==> src/rtl/popcount_pipe_if.sv <==
// rtl/popcount_pipe_if.sv - input/output stream handshake bundle for popcount_pipe
interface popcount_pipe_if #(
  parameter int N = 32,
  parameter int W = $clog2(N + 1)
);
  logic         in_valid;
  logic         in_ready;
  logic [N-1:0] in_data;
  logic         out_valid;
  logic         out_ready;
  logic [W-1:0] out_count;

  modport slave (
    input  in_valid, in_data, out_ready,
    output in_ready, out_valid, out_count
  );

  modport master (
    output in_valid, in_data, out_ready,
    input  in_ready, out_valid, out_count
  );
endinterface

==> src/rtl/popcount_pipe.sv <==
// rtl/popcount_pipe.sv - pipelined 3:2 carry-save popcount with valid/ready handshake
// Optional running-total accumulator is built when POPCNT_ACCUM_EN is defined.
module popcount_pipe #(
  parameter int N     = 32,
  parameter int PIPE  = 2,
  parameter int ACC_W = 16
) (
  input  logic           clk,
  input  logic           rst,
  popcount_pipe_if.slave pc
`ifdef POPCNT_ACCUM_EN
  ,
  input  logic             acc_clr,
  output logic [ACC_W-1:0] acc
`endif
);
  localparam int W = $clog2(N + 1);

  typedef logic [W-1:0][N-1:0] cols_t;  // [weight][slot], live bits packed at low slots
  typedef logic [W-1:0][15:0]  hts_t;

  function automatic hts_t heights(int lvl);
    hts_t h;
    hts_t nh;
    h    = '0;
    h[0] = 16'(N);
    for (int l = 0; l < lvl; l++) begin
      nh    = '0;
      nh[0] = h[0] / 16'd3 + h[0] % 16'd3;
      for (int i = 1; i < W; i++) nh[i] = h[i] / 16'd3 + h[i] % 16'd3 + h[i-1] / 16'd3;
      h = nh;
    end
    return h;
  endfunction

  function automatic int count_levels();
    int   lv;
    hts_t h;
    logic tall;
    lv = 0;
    for (int l = 0; l < 64; l++) begin
      h    = heights(l);
      tall = 1'b0;
      for (int i = 0; i < W; i++) if (h[i] > 16'd2) tall = 1'b1;
      if (lv == l && tall) lv = l + 1;
    end
    return lv;
  endfunction

  localparam int L = count_levels();
  localparam int D = L + 1;

  // Per weight: group sums first, then the 1-2 leftover bits, then carries from the weight below.
  function automatic cols_t csa_level(cols_t c, int lvl);
    cols_t r;
    hts_t  h;
    int    ng;
    int    base;
    r = '0;
    h = heights(lvl);
    for (int w = 0; w < W; w++) begin
      ng = int'(h[w]) / 3;
      for (int g = 0; g < ng; g++) r[w][g] = c[w][3*g] ^ c[w][3*g+1] ^ c[w][3*g+2];
      for (int j = 0; j < int'(h[w]) % 3; j++) r[w][ng+j] = c[w][3*ng+j];
    end
    for (int w = 1; w < W; w++) begin
      base = int'(h[w]) / 3 + int'(h[w]) % 3;
      ng   = int'(h[w-1]) / 3;
      for (int g = 0; g < ng; g++)
        r[w][base+g] = (c[w-1][3*g] & c[w-1][3*g+1]) |
                       (c[w-1][3*g+2] & (c[w-1][3*g] ^ c[w-1][3*g+1]));
    end
    return r;
  endfunction

  function automatic cols_t final_add(cols_t c);
    logic [W-1:0] a;
    logic [W-1:0] b;
    logic [W-1:0] s;
    cols_t        r;
    for (int w = 0; w < W; w++) begin
      a[w] = c[w][0];
      b[w] = c[w][1];
    end
    s = a + b;
    r = '0;
    for (int w = 0; w < W; w++) r[w][0] = s[w];
    return r;
  endfunction

  function automatic logic [W-1:0] low_slots(cols_t c);
    logic [W-1:0] v;
    for (int w = 0; w < W; w++) v[w] = c[w][0];
    return v;
  endfunction

  logic  adv;
  cols_t in_cols;

  assign in_cols = {{((W - 1) * N){1'b0}}, pc.in_data};

  // Steps 0..L-1 are compressor levels, step L is the final adder; segments split them evenly.
  for (genvar g = 0; g < PIPE; g++) begin : g_stage
    localparam int S0 = g * D / PIPE;
    localparam int S1 = (g + 1) * D / PIPE;
    cols_t seg_in;
    cols_t data_d;
    cols_t data_q;
    logic  vld_in;
    logic  vld_q;

    if (g == 0) begin : g_head
      assign seg_in = in_cols;
      assign vld_in = pc.in_valid;
    end else begin : g_body
      assign seg_in = g_stage[g-1].data_q;
      assign vld_in = g_stage[g-1].vld_q;
    end

    always_comb begin
      data_d = seg_in;
      for (int k = S0; k < S1; k++) begin
        if (k < L) data_d = csa_level(data_d, k);
        else       data_d = final_add(data_d);
      end
    end

    always_ff @(posedge clk) begin
      if (rst) begin
        vld_q <= 1'b0;
        if (g == PIPE - 1) data_q <= '0;
      end else if (adv) begin
        vld_q  <= vld_in;
        data_q <= data_d;
      end
    end
  end

  assign adv          = !g_stage[PIPE-1].vld_q | pc.out_ready;
  assign pc.in_ready  = adv;
  assign pc.out_valid = g_stage[PIPE-1].vld_q;
  assign pc.out_count = low_slots(g_stage[PIPE-1].data_q);

`ifdef POPCNT_ACCUM_EN
  logic [ACC_W-1:0] acc_d;
  logic [ACC_W-1:0] acc_q;

  always_comb begin
    acc_d = acc_clr ? '0 : acc_q;
    if (pc.out_valid && pc.out_ready) acc_d = acc_d + ACC_W'(pc.out_count);
  end

  always_ff @(posedge clk) begin
    if (rst) acc_q <= '0;
    else     acc_q <= acc_d;
  end

  assign acc = acc_q;
`endif
endmodule

==> src/flat_wrapper.sv <==
// flat-port wrapper written by rule: the top's interface ports become plain ports
module popcount_pipe_flat 
#(
  parameter int N     = 32,
  parameter int PIPE  = 2,
  parameter int ACC_W = 16
)
  (clk, rst, pc_in_valid, pc_in_data, pc_out_ready, pc_in_ready, pc_out_valid, pc_out_count);
  popcount_pipe_if #(.N(N)) pc_i ();
  input  logic clk;
  input  logic rst;
  input wire logic [$bits(pc_i.in_valid)-1:0] pc_in_valid;
  input wire logic [$bits(pc_i.in_data)-1:0] pc_in_data;
  input wire logic [$bits(pc_i.out_ready)-1:0] pc_out_ready;
  output wire logic [$bits(pc_i.in_ready)-1:0] pc_in_ready;
  output wire logic [$bits(pc_i.out_valid)-1:0] pc_out_valid;
  output wire logic [$bits(pc_i.out_count)-1:0] pc_out_count;
  assign pc_i.in_valid = pc_in_valid;
  assign pc_i.in_data = pc_in_data;
  assign pc_i.out_ready = pc_out_ready;
  assign pc_in_ready = pc_i.in_ready;
  assign pc_out_valid = pc_i.out_valid;
  assign pc_out_count = pc_i.out_count;
  popcount_pipe #(.N(N), .PIPE(PIPE), .ACC_W(ACC_W)) u_core (.clk(clk), .rst(rst), .pc(pc_i));
endmodule
==> config.mk <==
export PLATFORM = sky130hd
export DESIGN_NAME = popcount_pipe_flat
export DESIGN_NICKNAME = d
export VERILOG_FILES = /design/src/rtl/popcount_pipe_if.sv /design/src/rtl/popcount_pipe.sv /design/src/flat_wrapper.sv
export SDC_FILE = /design/constraint.sdc
export NUM_CORES = 1
export LEC_CHECK = 0
export ABC_AREA = 1
export CORE_MARGIN = 2
export CORE_UTILIZATION = 25
export DETAILED_ROUTE_END_ITERATION = 7
export GPL_TIMING_DRIVEN = 0
export PLACE_DENSITY = 0.57
export SYNTH_ARGS = -nofsm -noshare
export SYNTH_HDL_FRONTEND = slang
export SYNTH_SLANG_ARGS = --single-unit
==> constraint.sdc <==
create_clock -name clk -period 9.25 [get_ports clk]
set_clock_uncertainty 0.2 [all_clocks]
set_input_delay 1.85 -clock clk [delete_from_list [all_inputs] [get_ports clk]]
set_output_delay 1.85 -clock clk [all_outputs]
set_load 0.01 [all_outputs]
; Yosys cells after proc, flatten, opt, wreduce, memory -nomap -nowiden
; Index checks and enable logic that the tools add are counted.
[totals]
register_bits = 17
wordCells = 147
[op_classes]
n_addsub = 1
bitwise_logic = 132
reduce_logical = 2
[ops]
columns = cell, count
row1 = bitwise AND 1 bit, 52
row2 = XOR 1 bit, 52
row3 = bitwise OR 1 bit, 27
row4 = adder 5 x 1 -> 6 bit, 1
row5 = AND reduction 2 bit, 1
row6 = zero test 1 bit, 1
row7 = NOT 1 bit, 1

; Depth between registers and ports, before layout
; Gate-level depths: netlist of the first run.
[logic_depth]
ltp_word = 11
ltp_mapped = 10
ltp_nobuf = 10

; Least setup slack after synthesis of the first run
; Ideal clock, no wire load.
[synth_timing]
path_type = input port to flip-flop
start = input pc_in_data[9]
end = register u_core.g_stage[0].data_q[32] (netlist name) (data pin)
arrival_ps = 3843
required_time_ps = 8781
path_slack_ps = 4938
path_stages = 6
path_cell_list = inv_1 > fa_1 > fa_1 > inv_1 > fa_1 > fa_1
[synth_rtl]
columns = element, line_no
row1 = "start, declared", flat_wrapper.sv:13  ; input wire logic [$bits(pc_i.in_data)-1:0] pc_in_data;
row2 = "end signal, assigned", popcount_pipe.sv:134  ; data_q <= data_d;
row3 = "end, declared", popcount_pipe.sv:108  ; cols_t data_q;

; Worst setup path in the final report of the first run
[layout_timing]
start = input pc_out_ready
end = output pc_in_ready
[layout_via]
elab_chain_len = 1
[layout_lines]
columns = element, line_no
row1 = "start, declared", flat_wrapper.sv:14  ; input wire logic [$bits(pc_i.out_ready)-1:0] pc_out_ready;
row2 = bitwise OR 1 bit, popcount_pipe.sv:139  ; assign adv = !g_stage[PIPE-1].vld_q | pc.out_ready;
row3 = "end, declared", flat_wrapper.sv:15  ; output wire logic [$bits(pc_i.in_ready)-1:0] pc_in_ready;
; No other way between the ends.

==> run_results.csv, run 1 <==
group,metric,value,unit
clocking,cts_made_buffers,3,
power_and_ir_drop,pwr-share-clk,0.152,
synth,synth_area_per_cell,10.4,um^2
clocking,hold_buffers,0,
cells_and_area,fin_nets,242,
floorplanning,num_io_pins,44,
worst_setup_path,cp_slowest_cell,"clkdlybuf4s50_1",
clocking,clk_pin_slew,0.06,ns
worst_setup_path,worst_ep_arrival_time,3.11,ns
power_and_ir_drop,power,0.354,mW
synth,syn_area,1360,um^2
synth,synth.yosys.warnings,0,
timing,min_period,5.16,ns
synth,ys_seq_elements,17,
grt,grt_antenna_before_repair,0,
power_and_ir_drop,seqPwrFrac,0.340,
routing,drt-wirelength-per-cell,8.43,um
flow_run,max_cap_viol_count,0,
power_and_ir_drop,power.internal,0.231,mW
synth,syn_inst,130,
clocking,clkLatencyLatePin,0.25,ns
worst_setup_path,r2r_setup_slack,6.88,ns
timing,slew_headroom,0.765,
worst_setup_path,path_class,"input pin to output pin",
worst_hold_path,hold_depth,2,
cells_and_area,diodes,0,
placed_design,dp_hpwl,1920,um
timing,period_share,0.557,
clocking,clockRootBuffer,"clkbuf_8",
floorplanning,die_y,77.6,um
run_status,status,"completed",
worst_setup_path,crit_buf_inv,3,
floorplanning,die_x,77.6,um
floorplanning,core_area,5170,um^2
worst_setup_path,path_common_cell,"clkdlybuf4s50_1",
clocking,cts_tree,"done",
synth,ys_types,19,
floorplanning,start_util,0.262,
timing,worst_slack,4.09,ns
timing,setup-violations-final,0,
cells_and_area,drive_gt1_frac,0.0621,
timing,hold_viol_final,0,
routing,vias,905,
placed_design,gp_congestion,0.676,
worst_setup_path,reg2reg_to,"u_core.pc.out_count[3]",
placed_design,place_inst,243,
power_and_ir_drop,p_per_area,185,nW/um^2
clocking,cts.path.max_buffers,2,
grt,grtUsageTotal,0.0775,
synth,synth_fp_nets,194,
worst_hold_path,hold_end,"u_core.pc.out_valid",
routing,vias_per_cell,3.66,
cells_and_area,fin_area,1920,um^2
worst_hold_path,hold_start,"u_core.g_stage[0].vld_q",
worst_setup_path,r2r_start,"u_core.g_stage[0].data_q[32]",
synth,synth.area.top_cells,"fa_1, edfxtp_1, inv_1",
worst_setup_path,reg2reg_depth,8,
grt,grt_pass1_vias,935,
clocking,cts-htree-levels,1,
power_and_ir_drop,switching_share,0.347,
grt,grt_max_degree,14,
floorplanning,num_rows,26,
power_and_ir_drop,p_sw,0.123,mW
worst_setup_path,crit_required,7.20,ns
timing,fmax,0.194,GHz
worst_setup_path,start_kind,"input pin",
power_and_ir_drop,comb_power_share,0.507,
grt,overflow,0,
routing,ant_nets,0,
synth,synth_top_area_cell,"fa_1",
cells_and_area,stdcell_count,247,
worst_setup_path,end_kind,"output pin",
cells_and_area,area_delta_synth_final,41.6,%
synth,synth_top_cell_area_share,0.384,
placed_design,post-place-ws,4.10,ns
routing,routed_wirelength,2080,um
power_and_ir_drop,p_leak,0.905,nW
worst_setup_path,cp_max_fo,9,
synth,ys_seq_area_frac,0.318,
clocking,cts_setup_buffers,0,
clocking,clock-sinks,17,
placed_design,place_area,1870,um^2
clocking,cts_resized,0,
timing,tightest_slew,0.351,ns
floorplanning,dieArea,6020,um^2
routing,drc_errors,0,
worst_setup_path,path_delay_family,"buffers and inverters",
routing,initialDrtViolationCount,19,
worst_setup_path,crit_path_max_incr_delay,0.55,ns
routing,drtPass1Iterations,2,
grt,grt_pass1_wl,3690,um
timing,rsz0062_at_grt,"no",
worst_hold_path,hold_path.class,"register to register",
timing,maxSlewViolCount,0,
power_and_ir_drop,irDropWorstVdd,66.7,uV
timing,setup_tns,0,ns
placed_design,port_buffers,43,
worst_setup_path,path_cells,"clkdlybuf4s50_1 -> inv_2 -> nand2_4 -> clkdlybuf4s50_1",
==> synthesized netlist by cell type <==
library cell  instances
inv_1                52
fa_1                 26
edfxtp_1              9
nand2_1               9
dfxtp_1               8
nand3_1               6
a21oi_1               3
ha_1                  2
inv_2                 2
nand4_1               2
nor2_4                2
o21ai_1               2
nand2_2               1
nand2_4               1
nor2_1                1
nor2_2                1
o21ai_2               1
o31ai_1               1
xnor2_1               1
==> power groups by stage <==
stage                     clock network [mW]  registers [mW]  logic, mW
after floorplan                            0           0.126      0.118
after global placement                     0           0.122      0.180
after detailed placement                   0           0.122      0.186
after CTS                             0.0559           0.121      0.187
after global routing                  0.0600           0.123      0.209
final                                 0.0540           0.121      0.180
==> state kept, by name (all words and copies together), names as in the netlist <==
| register | flops |
|---|---|
| u_core.g_stage.vld_q | 1 |
| u_core.g_stage.data_q | 9 |
| u_core.pc.out_valid | 1 |
| u_core.pc.out_count | 6 |
==> placed cells by master (no fill, tap or decap), drive strengths merged, types with 2 or more instances in the layout <==
cell type,synthesis,layout
inv,54,54
nand3,6,6
nand4,2,2
dfxtp,8,8
nor2,4,4
o21ai,3,3
nand2,11,11
a21oi,3,3
fa,26,26
clkdlybuf4s50,0,43
ha,2,2
clkbuf,0,4
edfxtp,9,9
==> how the worst max path moves through the flow <==
stage / from / end / slack (ns) / cells past startpoint
6_report: pc_out_ready / pc_in_ready / 4.09 / 4
5_1_grt: pc_out_ready / pc_in_ready / 4.06 / 4
4_1_cts: pc_out_ready / pc_in_ready / 4.09 / 4
3_5_place_dp: pc_out_ready / pc_in_ready / 4.10 / 4
3_3_place_gp: pc_out_ready / pc_in_ready / 4.09 / 4
2_1_floorplan: pc_in_data[9] / u_core.g_stage[0].data_q[32] / 4.94 / 6
==> through the flow <==
step / utilization / hold WS, ns
floorplan: - / 0.230
CTS: 0.371 / 0.265
global route: 0.371 / 0.292
finish: 0.371 / 0.261
detailed placement: 0.362 / 0.253
global placement: 0.362 / 0.245
==> kinds of logic (layout without fill, tap and decap cells) <==
family | Yosys count | count (layout) | share of synthesized area
compound gates | 7 | 7 | 0.0305
xor+xnor | 1 | 1 | 0.00646
fa+ha+maj | 28 | 28 | 0.403
buf+inv | 54 | 101 | 0.150
flops | 17 | 17 | 0.318
simple gates | 23 | 23 | 0.0933
==> routing by layer <==
layer	share of wire	up-vias	global-route usage
met5	0	-	0
met4	0.017	0	0.0321
met3	0.065	4	0.0186
met2	0.49	36	0.140
met1	0.43	405	0.0867
li1	-	460	-
==> area by class of cell <==
cell class | instances | area (um^2)
tap | 70 | 87.6
timing repair buffer | 43 | 430
clock buffer | 4 | 45.0
sequential | 17 | 430
inverter | 54 | 203
multi-input combinational | 59 | 722
fill | 518 | 3250
==> worst register-to-register path, delay by kind of cell (launching register included) <==
| kind | cells | cell delay, ns |
|---|---|---|
| DFF | 1 | 0.35 |
| adders and majority gates | 3 | 1.25 |
| AOI/OAI and AO/OA | 1 | 0.06 |
| and+or+nand+nor | 2 | 0.26 |
| buffers and inverters | 2 | 0.13 |
Note: power is estimated with default switching activity, not from simulation.
==> run 2: changes to the inputs <==
PLACE_DENSITY = 0.58   (was 0.57)
clock period = 4.36 ns   (was 9.25 ns; I/O delays follow)
==> run 2 against run 1 <==
Critical path depth rose by 3. Power up 110%. Sequential power is 110% higher. Final area is the same. Die area stayed put. Clock-buffer cell count unchanged. Sequential cell count stayed put. Via count decreased by 0.11%. Non-clock buffer count unchanged. First-iteration DRC count down 47%. Critical path type is now input pin to register. Largest power group unchanged. Highest routed layer unchanged.
==> run_results.csv, run 2 (synthesis gave the netlist of run 1 again) <==
group,metric,value,unit
timing,fmax,0.280,GHz
placed_design,port_buffers,43,
timing,min_period,3.57,ns
placed_design,dp_hpwl,1920,um
worst_setup_path,path_cells,"clkdlybuf4s50_1 -> inv_1 -> fa_1 -> fa_1 -> inv_1 -> fa_1 -> fa_1",
clocking,cts_made_buffers,3,
grt,grt_pass1_vias,934,
timing,tightest_slew,0.366,ns
worst_setup_path,crit_path_max_incr_delay,0.54,ns
floorplanning,die_y,77.6,um
clocking,clk_pin_slew,0.06,ns
routing,wl_met1,934,um
routing,drtPass1Iterations,4,
power_and_ir_drop,p_per_area,394,nW/um^2
cells_and_area,drive_gt1_frac,0.0621,
floorplanning,num_io_pins,44,
worst_setup_path,cp_slowest_cell,"fa_1",
routing,topRoutingLayerUsed,"met4",
grt,grtUsageTotal,0.0768,
grt,grt_antenna_before_repair,0,
worst_hold_path,hold_path.class,"register to register",
routing,drt-wirelength-per-cell,8.59,um
flow_run,max_cap_viol_count,0,
timing,setup-violations-final,0,
clocking,clock-sinks,17,
worst_setup_path,crit_required,4.15,ns
routing,drc_errors,0,
cells_and_area,final_common_cell,"inv_1",
worst_setup_path,worst_ep_arrival_time,3.37,ns
routing,wl_met2,1020,um
run_status,status,"completed",
cells_and_area,diodes,0,
cells_and_area,area_delta_synth_final,41.6,%
cells_and_area,fin_nets,242,
floorplanning,num_rows,26,
clocking,cts_setup_buffers,0,
cells_and_area,largest_reg_flops,9,
floorplanning,dieArea,6020,um^2
cells_and_area,fin_area,1920,um^2
cells_and_area,top_register,"u_core.g_stage.data_q",
floorplanning,start_util,0.262,
clocking,cts_resized,0,
routing,vias_per_cell,3.66,
routing,vias,904,
clocking,clockRootBuffer,"clkbuf_8",
routing,initialDrtViolationCount,10,
placed_design,gp_congestion,0.703,
timing,rsz0062_at_grt,"no",
power_and_ir_drop,irDropWorstVdd,155,uV
worst_setup_path,path_common_cell,"fa_1",
grt,grt_max_degree,14,
timing,slew_headroom,0.755,
routing,met3_wirelength,160,um
floorplanning,die_x,77.6,um
clocking,cts-htree-levels,1,
grt,overflow,0,
cells_and_area,layout_common_cells,"inv_1, clkdlybuf4s50_1, fa_1, nand2_1, edfxtp_1",
clocking,cts.path.max_buffers,2,
clocking,cts_tree,"done",
worst_setup_path,end_kind,"register",
timing,setup_tns,0,ns
worst_setup_path,path_class,"input pin to register",
clocking,hold_buffers,0,
clocking,clkLatencyLatePin,0.25,ns
grt,grt_pass1_wl,3760,um
worst_setup_path,start_kind,"input pin",
worst_setup_path,cp_max_fo,1,
timing,maxSlewViolCount,0,
routing,routed_wirelength,2120,um
timing,hold_viol_final,0,
timing,period_share,0.820,
power_and_ir_drop,p_leak,0.905,nW
floorplanning,core_area,5170,um^2
placed_design,place_area,1870,um^2
routing,ant_nets,0,
-- run 2: layout make-up --
type,instances,area (um^2)
Clock buffer,4,45.0
Fill cell,525,3250
Inverter,54,203
Multi-Input combinational cell,59,722
Sequential cell,17,430
Tap cell,70,87.6
Timing Repair Buffer,43,430
-- run 2: power breakdown --
part	total [mW]	switching, mW	internal [mW]	leakage (nW)
combinational	0.385	0.194	0.191	0.728
sequential	0.255	0.0188	0.236	0.154
clock	0.116	0.0509	0.0647	0.0228
total	0.756	0.264	0.492	0.905
-- run 2: per-stage QoR --
step | hold WS (ns) | setup slack (ns) | instances | power [mW] | utilization
2_1_floorplan | 0.230 | 1.03 | 130 | 0.518 | -
3_3_place_gp | 0.245 | 0.510 | 243 | 0.640 | 0.362
3_5_place_dp | 0.251 | 0.499 | 243 | 0.652 | 0.362
4_1_cts | 0.260 | 0.767 | 247 | 0.771 | 0.371
5_1_grt | 0.285 | 0.715 | 247 | 0.829 | 0.371
6_report | 0.259 | 0.785 | 247 | 0.756 | 0.371
-- run 2: worst paths after layout --
| kind | endpoint | slack (ns) | start | cells past startpoint |
|---|---|---|---|---|
| worst max-delay path | u_core.g_stage[0].data_q[32] | 0.79 | pc_in_data[9] | 7 |
| worst max register to register | u_core.pc.out_count[3] | 2.00 | u_core.g_stage[0].data_q[33] | 8 |
| worst min register to register | u_core.pc.out_valid | 0.26 | u_core.g_stage[0].vld_q | 2 |
| worst min-delay path | u_core.pc.out_valid | 0.26 | u_core.g_stage[0].vld_q | 2 |
-- run 2: routing by layer --
metal	vias up	track usage
li1	462	-
met1	407	0.0929
met2	33	0.134
met3	2	0.0198
met4	0	0.0214
met5	-	0
-- run 2: critical path, delay by kind of cell --
family                     cells  cell delay, ns
adders and majority gates      4            1.94
buffers and inverters          3            0.55
